$ cat src/rtl/page_table_walker_if.sv
// page_table_walker_if: MMU miss/refill and memory read handshakes of the page table walker.
interface page_table_walker_if #(
    parameter int PALEN  = 32,
    parameter int ASID_W = 10
);
    logic              req_valid;
    logic              req_ready;
    logic [PALEN-1:0]  req_vaddr;
    logic [ASID_W-1:0] req_asid;
    logic              mem_req_valid;
    logic              mem_req_ready;
    logic [PALEN-1:0]  mem_req_addr;
    logic              mem_rsp_valid;
    logic [31:0]       mem_rsp_data;
    logic              refill_valid;
    logic              refill_ready;
    logic [18:0]       refill_vppn;
    logic [ASID_W-1:0] refill_asid;
    logic [31:0]       refill_pte;
    logic              refill_huge;
    logic              refill_fault;
    modport master (
        output req_valid, req_vaddr, req_asid, mem_req_ready, mem_rsp_valid, mem_rsp_data, refill_ready,
        input  req_ready, mem_req_valid, mem_req_addr, refill_valid, refill_vppn, refill_asid,
               refill_pte, refill_huge, refill_fault
    );
    modport slave (
        input  req_valid, req_vaddr, req_asid, mem_req_ready, mem_rsp_valid, mem_rsp_data, refill_ready,
        output req_ready, mem_req_valid, mem_req_addr, refill_valid, refill_vppn, refill_asid,
               refill_pte, refill_huge, refill_fault
    );
endinterface

$ cat src/rtl/page_table_walker.sv
// page_table_walker: two-level Sv32-style walker returning a TLB refill or page fault.
// Define PTW_HUGEPAGE_EN to terminate walks at level 1 on directory entries with H set.
module page_table_walker #(
    parameter int PALEN  = 32,
    parameter int ASID_W = 10
) (
    input  logic             clk,
    input  logic             rst,
    input  logic             flush,
    input  logic [PALEN-1:0] pgd_base,
    page_table_walker_if.slave bus
);
    typedef enum logic [2:0] {IDLE, L1_REQ, L1_WAIT, L2_REQ, L2_WAIT, RESP, DRAIN} state_t;
    state_t            state, state_n;
    logic [19:0]       vpn_q;
    logic [ASID_W-1:0] asid_q;
    logic [PALEN-1:0]  addr_q;
    logic [31:0]       pte_q;
    logic              fault_q;
    logic              huge_q;
    logic              dir_zero;
    logic              dir_huge;
    logic              rsp;
    logic              unused_pgd_offset;
    assign unused_pgd_offset = ^pgd_base[11:0];
    assign rsp      = bus.mem_rsp_valid;
    assign dir_zero = bus.mem_rsp_data == 32'h0;
`ifdef PTW_HUGEPAGE_EN
    assign dir_huge = bus.mem_rsp_data[6];
`else
    assign dir_huge = 1'b0;
`endif
    assign bus.req_ready     = state == IDLE && !flush;
    assign bus.mem_req_valid = state == L1_REQ || state == L2_REQ;
    assign bus.mem_req_addr  = addr_q;
    assign bus.refill_valid  = state == RESP;
    assign bus.refill_vppn   = vpn_q[19:1];
    assign bus.refill_asid   = asid_q;
    assign bus.refill_pte    = pte_q;
    assign bus.refill_fault  = fault_q;
    assign bus.refill_huge   = huge_q;
    // Flush wins over every transition; an accepted memory read must still be drained.
    always_comb begin
        state_n = state;
        case (state)
            IDLE:           state_n = bus.req_valid && !flush ? L1_REQ : IDLE;
            L1_REQ, L2_REQ: state_n = bus.mem_req_ready ? (flush ? DRAIN : state == L1_REQ ? L1_WAIT : L2_WAIT)
                                                        : (flush ? IDLE : state);
            L1_WAIT:        state_n = rsp ? (flush ? IDLE : dir_zero || dir_huge ? RESP : L2_REQ)
                                          : (flush ? DRAIN : L1_WAIT);
            L2_WAIT:        state_n = rsp ? (flush ? IDLE : RESP) : (flush ? DRAIN : L2_WAIT);
            RESP:           state_n = flush || bus.refill_ready ? IDLE : RESP;
            DRAIN:          state_n = rsp ? IDLE : DRAIN;
            default:        state_n = IDLE;
        endcase
    end
    always_ff @(posedge clk or posedge rst) begin
        if (rst) begin
            state   <= IDLE;
            vpn_q   <= '0;
            asid_q  <= '0;
            addr_q  <= '0;
            pte_q   <= '0;
            fault_q <= 1'b0;
            huge_q  <= 1'b0;
        end else begin
            state <= state_n;
            if (state == IDLE && bus.req_valid && !flush) begin
                vpn_q  <= bus.req_vaddr[31:12];
                asid_q <= bus.req_asid;
                addr_q <= {pgd_base[31:12], bus.req_vaddr[31:22], 2'b00};
            end
            if (state == L1_WAIT && rsp && !flush) begin
                addr_q  <= {bus.mem_rsp_data[31:12], vpn_q[9:0], 2'b00};
                pte_q   <= dir_huge ? bus.mem_rsp_data : 32'h0;
                fault_q <= dir_zero;
                huge_q  <= dir_huge;
            end
            if (state == L2_WAIT && rsp && !flush) begin
                pte_q   <= bus.mem_rsp_data[0] ? bus.mem_rsp_data : 32'h0;
                fault_q <= ~bus.mem_rsp_data[0];
                huge_q  <= 1'b0;
            end
        end
    end
endmodule

$ cat src/flat_wrapper.sv
// flat-port wrapper written by rule: the top's interface ports become plain ports
module page_table_walker_flat 
#(
    parameter int PALEN  = 32,
    parameter int ASID_W = 10
)
  (clk, rst, flush, pgd_base, bus_req_valid, bus_req_vaddr, bus_req_asid, bus_mem_req_ready, bus_mem_rsp_valid, bus_mem_rsp_data, bus_refill_ready, bus_req_ready, bus_mem_req_valid, bus_mem_req_addr, bus_refill_valid, bus_refill_vppn, bus_refill_asid, bus_refill_pte, bus_refill_huge, bus_refill_fault);
  page_table_walker_if #(.PALEN(PALEN), .ASID_W(ASID_W)) bus_i ();
  input  logic clk;
  input  logic rst;
  input  logic flush;
  input  logic [PALEN-1:0] pgd_base;
  input wire logic [$bits(bus_i.req_valid)-1:0] bus_req_valid;
  input wire logic [$bits(bus_i.req_vaddr)-1:0] bus_req_vaddr;
  input wire logic [$bits(bus_i.req_asid)-1:0] bus_req_asid;
  input wire logic [$bits(bus_i.mem_req_ready)-1:0] bus_mem_req_ready;
  input wire logic [$bits(bus_i.mem_rsp_valid)-1:0] bus_mem_rsp_valid;
  input wire logic [$bits(bus_i.mem_rsp_data)-1:0] bus_mem_rsp_data;
  input wire logic [$bits(bus_i.refill_ready)-1:0] bus_refill_ready;
  output wire logic [$bits(bus_i.req_ready)-1:0] bus_req_ready;
  output wire logic [$bits(bus_i.mem_req_valid)-1:0] bus_mem_req_valid;
  output wire logic [$bits(bus_i.mem_req_addr)-1:0] bus_mem_req_addr;
  output wire logic [$bits(bus_i.refill_valid)-1:0] bus_refill_valid;
  output wire logic [$bits(bus_i.refill_vppn)-1:0] bus_refill_vppn;
  output wire logic [$bits(bus_i.refill_asid)-1:0] bus_refill_asid;
  output wire logic [$bits(bus_i.refill_pte)-1:0] bus_refill_pte;
  output wire logic [$bits(bus_i.refill_huge)-1:0] bus_refill_huge;
  output wire logic [$bits(bus_i.refill_fault)-1:0] bus_refill_fault;
  assign bus_i.req_valid = bus_req_valid;
  assign bus_i.req_vaddr = bus_req_vaddr;
  assign bus_i.req_asid = bus_req_asid;
  assign bus_i.mem_req_ready = bus_mem_req_ready;
  assign bus_i.mem_rsp_valid = bus_mem_rsp_valid;
  assign bus_i.mem_rsp_data = bus_mem_rsp_data;
  assign bus_i.refill_ready = bus_refill_ready;
  assign bus_req_ready = bus_i.req_ready;
  assign bus_mem_req_valid = bus_i.mem_req_valid;
  assign bus_mem_req_addr = bus_i.mem_req_addr;
  assign bus_refill_valid = bus_i.refill_valid;
  assign bus_refill_vppn = bus_i.refill_vppn;
  assign bus_refill_asid = bus_i.refill_asid;
  assign bus_refill_pte = bus_i.refill_pte;
  assign bus_refill_huge = bus_i.refill_huge;
  assign bus_refill_fault = bus_i.refill_fault;
  page_table_walker #(.PALEN(PALEN), .ASID_W(ASID_W)) u_core (.clk(clk), .rst(rst), .flush(flush), .pgd_base(pgd_base), .bus(bus_i));
endmodule
$ cat config.mk
export PLATFORM = sky130hd
export DESIGN_NAME = page_table_walker_flat
export DESIGN_NICKNAME = d
export VERILOG_FILES = /design/src/rtl/page_table_walker_if.sv /design/src/rtl/page_table_walker.sv /design/src/flat_wrapper.sv
export SDC_FILE = /design/constraint.sdc
export NUM_CORES = 1
export LEC_CHECK = 0
export ABC_AREA = 1
export CAP_MARGIN = 0
export CELL_PAD_IN_SITES_DETAIL_PLACEMENT = 0
export CELL_PAD_IN_SITES_GLOBAL_PLACEMENT = 1
export CORE_UTILIZATION = 29
export DETAILED_ROUTE_END_ITERATION = 8
export PLACE_DENSITY_LB_ADDON = 0.1
export RECOVER_POWER = 25
export SYNTH_ARGS = -nofsm -noshare
export SYNTH_HDL_FRONTEND = slang
export SYNTH_SLANG_ARGS = --single-unit
$ cat constraint.sdc
create_clock -name clk -period 3.75 [get_ports clk]
set_input_delay 0.5625 -clock clk [delete_from_list [all_inputs] [get_ports clk]]
set_output_delay 0.5625 -clock clk [all_outputs]
set_load 0.1 [all_outputs]
[Word-level counts from Yosys, hierarchy flattened]
Cells that the tools add are included.
Storage, ports and cells
  output and inout port bits: 98
  register bits: 99
Cells by class
  muxes and demuxes: 24
  bitwise gates (word level): 1
  equality and inequality tests: 7
  reductions and logical operators: 16
Operators by type and width (count)
  32-bit two-way mux: 5
  3-bit two-way mux: 12
  32-bit logical NOT: 1
  3-bit one-hot mux with 6 select lines: 1
  3-bit equality test (second input constant): 3
  1-bit logical AND: 8
  3-bit by 2-bit equality test with 1-bit output (second input constant): 2
  1-bit two-way mux: 5
  2-bit nonzero test: 2
  3-bit by 1-bit equality test with 1-bit output (second input constant): 1
  3-bit logical NOT: 1
  3-bit != test (second input constant): 1
  1-bit logical OR: 2
  2-bit two-way mux: 1
  2-bit OR reduction: 1
  1-bit logical NOT: 1
  1-bit inverter: 1

[Longest topological paths before layout]
  depth after elaboration: 5
  mapped depth: 10

[Least setup slack after synthesis]
Ideal clock, no wire load.
  path kind: input -> register
  start: in flush
  end: reg u_core.addr_q[12], in the netlist u_core.bus.mem_req_addr[12]
  buffers on the path: 2
  cell stages on the path: 8
  slack: 1755 ps
  required time: 3615 ps
  data arrival time: 1860 ps
  path through: buf_2 nor2_4 nand2_2 inv_4 nor2_4 buf_6 nand2_1 o211ai_1
On the way
  longest elaborated chain between the ends: 3
  elaborated cells on any way between the ends: 5
  classes of those cells: 1 x mux; 4 x reduce/logical
Ends and longest elaborated chain
  from (decl): RTL line flat_wrapper.sv:11  | input logic flush;
  1-bit logical NOT *: RTL line page_table_walker.sv:68, page_table_walker.sv:73
  1-bit logical AND (on tied branches): RTL line page_table_walker.sv:73, page_table_walker.sv:68
  32-bit two-way mux or 2-bit nonzero test (tied branches)
  to (signal assigned): RTL line page_table_walker.sv:71  | addr_q <= {pgd_base[31:12], bus.req_vaddr[31:22], 2'b00};
  to (signal assigned): RTL line page_table_walker.sv:74  | addr_q <= {bus.mem_rsp_data[31:12], vpn_q[9:0], 2'b00};
  to (decl): RTL line page_table_walker.sv:17  | logic [PALEN-1:0] addr_q;
Mark *: on every way between the ends. The rest lies on a longest branch, timed or not.
A chain may end at the register's enable or synchronous reset.

[Final worst setup path]
  start: reg u_core.state[1]
  end: out bus_refill_valid
On the way
  longest elaborated chain between the ends: 1
Ends and longest elaborated chain
  from (decl): RTL line page_table_walker.sv:14  | state_t state, state_n;
  from (signal assigned): RTL line page_table_walker.sv:67  | state <= state_n;
  3-bit equality test: RTL line page_table_walker.sv:36  | assign bus.refill_valid = state == RESP;
  to (decl): RTL line flat_wrapper.sv:23  | output wire logic [$bits(bus_i.refill_valid)-1:0] bus_refill_valid;
Every way passes these cells.

==> impl_results.md <==
* Final antenna-violating net count at 0
* Crit end category: output port
* Clock sink count at 96
* Worst hold path startpoint: u_core.vpn_q[0]$_DFFE_PP0P_
* Failing checks: capacitance limit, slew limit
* Die height at 123 um
* RSZ-0062 raised after global routing: no
* Post-synth top cells: 210 x nand2_1, 96 x dfrtp_1, 27 x buf_4, 27 x inv_1
* Max-slew headroom at -51.9%
* Starting DRT DRC Count at 178
* Largest area contributor in the netlist: dfrtp_1
* Synth top area share at 56.1%
* Asr flop ratio synth at 100%
* Num ports at 211
* Maximum root-to-sink buffer count at 2
* Critical path arrival at 2.19 ns
* Starting Density at 29.6%
* R2r endpoint: u_core.bus.mem_req_addr[24]$_DFFE_PP0P_
* Worst Hold Path EP: u_core.vpn_q[0]$_DFFE_PP0P_
* DR WL/cell at 15.0 um
* Register area share after synthesis at 56.1%
* Synth unique cells at 27
* Post-CTS resize count at 0
* Num CTS Buffers at 9
* Top post-synthesis cells by area: dfrtp_1 56%, nand2_1 18%, buf_4 4.7%
* Hold Crit Depth at 2
* Routability cong. at 0.754
* Max cap viols at 1
* Tcrit/Tclk final at 73.4%
* Yosys Warn Count at 0
* Worst-skew pair later-pin latency at 0.34 ns
* Via-per-instance ratio at 4.44
* Core Box Area at 0.0145 mm2
* Die footprint at 0.0152 mm2
* Initial antenna violation count at 0
* TNS Setup at 0 ns
* Top_reg_cell synth: dfrtp_1
* # H-tree levels at 3
* Total number of vias at 3714
* Largest net degree at the start of global routing at 58
* GRT Residual Overflow at 0
* Slew @ Worst Pin at 2.28 ns
* WL final at 12500 um
* Final hold vios at 0
* Synth Register Bits at 96
* DIE WIDTH at 123 um
* Drt pass-1 iters at 6
* CP max FO at 5
* CTS tree: built
* IO Port Bufs at 183
* Reg2reg start: u_core.state[1]$_DFFE_PP0P_
* Synth Cell Area at 0.00428 mm2
* Row cnt at 44
* Crit path launch type: flop
* # diodes at 0
* Number of flops mapped to enable cells by yosys at 0
* Status: complete, but fails checks
* Fin. max-slew vios at 57
* Vias in the first global route at 3632
* Synthesis-to-layout area growth at 47.9%
* Setup-failing EPs final at 0
* R2R cell count at 9
* Clock transition at the registers of the reported paths at 0.06 ns
* DRC violations left at 0
* Peak Freq at 363 MHz
* Cts hold-fix bufs at 0
* R2r setup slk at 1.76 ns
* Nets at 763
* Synthesized instance count at 495
* Worst endpoint required time at 3.19 ns
* HPWL after DPL at 8700 um
* Total GRT Usage at 17.1%
* Setup skew after layout at 0.00412 ns
* Setup CP Type: reg -> out
* Hold WS at 0.477 ns
* Avg Cell Area, Syn at 8.64 um2
* Fin crit period at 2.75 ns
* First-pass GRT wire length at 19300 um
* Root Driver: clkbuf_16
* Count leader, synth: nand2_1
* Share of cells above drive strength 1 at 4.75%
* Postcts setup bufs at 0
* Hold Path Class: reg -> reg
==> metal layers <==
layer	vias up	wire length, um	GRT usage (%)
li1	1839	-	-
met1	1751	5520	22.1
met2	110	6070	28.0
met3	14	713	3.27
met4	0	201	6.78
met5	-	0	0
==> cell usage in the layout, fill, tap and decap left out <==
master | Yosys | routed
nand2_1 | 210 | 210
clkdlybuf4s50_1 | 0 | 182
dfrtp_1 | 96 | 96
inv_1 | 27 | 27
o211ai_1 | 21 | 21
o21ai_0 | 21 | 21
nor2_1 | 21 | 21
nand3_1 | 14 | 14
o21ai_1 | 11 | 11
clkbuf_16 | 0 | 9
inv_2 | 7 | 7
nor3_1 | 5 | 5
nor2_4 | 3 | 3
conb_1 | 1 | 3
buf_4 | 27 | 3
nand3_2 | 2 | 2
nand2_2 | 2 | 2
a21oi_1 | 2 | 2
a211oi_1 | 2 | 2
clkbuf_1 | 5 | 2
nand2_4 | 1 | 1
inv_4 | 1 | 1
o31ai_1 | 1 | 1
nor4_1 | 1 | 1
nand4_1 | 1 | 1
a31oi_1 | 1 | 1
clkbuf_8 | 0 | 1
bufinv_16 | 0 | 1
buf_12 | 0 | 1
==> area by class of cell <==
| type | count | area [um2] |
|---|---|---|
| fillers | 1503 | 8150 |
| flip-flops and latches | 96 | 2400 |
| repair buffers | 186 | 1860 |
| multi-input cells | 322 | 1420 |
| clock buffers | 12 | 246 |
| well taps | 184 | 230 |
| inverters | 35 | 134 |
| clock inverters | 1 | 30.0 |
==> registers in the layout (all words and copies together) (netlist names) <==
signal and cells:
u_core.state 3, u_core.vpn_q 20, u_core.bus.refill_fault 1, u_core.bus.mem_req_addr 30
u_core.bus.refill_asid 10, u_core.bus.refill_pte 32
==> worst max-delay path: stages, from the launching register on <==
cell and delay (ns):
dfrtp_1 0.42, inv_2 0.12, nand3_1 0.11, inv_1 0.08, clkdlybuf4s50_1 1.12
==> logic make-up after synthesis <==
group	synth area share, %
buf+inv	10.8
simple gates	24.6
flops	56.1
other cells	0.0876
compound gates	8.33
==> worst max-delay path by stage <==
| stage | start | endpoint | slack (ns) | cells past startpoint |
|---|---|---|---|---|
| after floorplan | rst | u_core.bus.mem_req_addr[10]$_DFFE_PP0P_ | 0.68 | 1 |
| after global routing | rst | u_core.bus.refill_fault$_DFFE_PP0P_ | 0.57 | 2 |
| after global placement | flush | u_core.bus.mem_req_addr[30]$_DFFE_PP0P_ | 0.97 | 8 |
| final | u_core.state[1]$_DFFE_PP0P_ | bus_refill_valid | 1.0 | 4 |
| after detailed placement | flush | u_core.bus.mem_req_addr[24]$_DFFE_PP0P_ | 0.96 | 8 |
| after CTS | u_core.state[1]$_DFFE_PP0P_ | bus_refill_valid | 0.98 | 4 |
==> through the flow <==
| step | cell area, um2 | utilization [%] | cells | worst slack [ns] |
|---|---|---|---|---|
| floorplan | 4290 | - | 497 | 0.682 |
| global placement | 6050 | 41.8 | 823 | 0.974 |
| detailed placement | 6050 | 41.8 | 823 | 0.958 |
| CTS | 6330 | 43.7 | 836 | 0.985 |
| global route | 6330 | 43.7 | 836 | 0.574 |
| finish | 6330 | 43.7 | 836 | 0.998 |
Power is left out: the tool's default activity adds up to more than one toggle a clock period on the data nets, which glitch-free logic cannot reach.
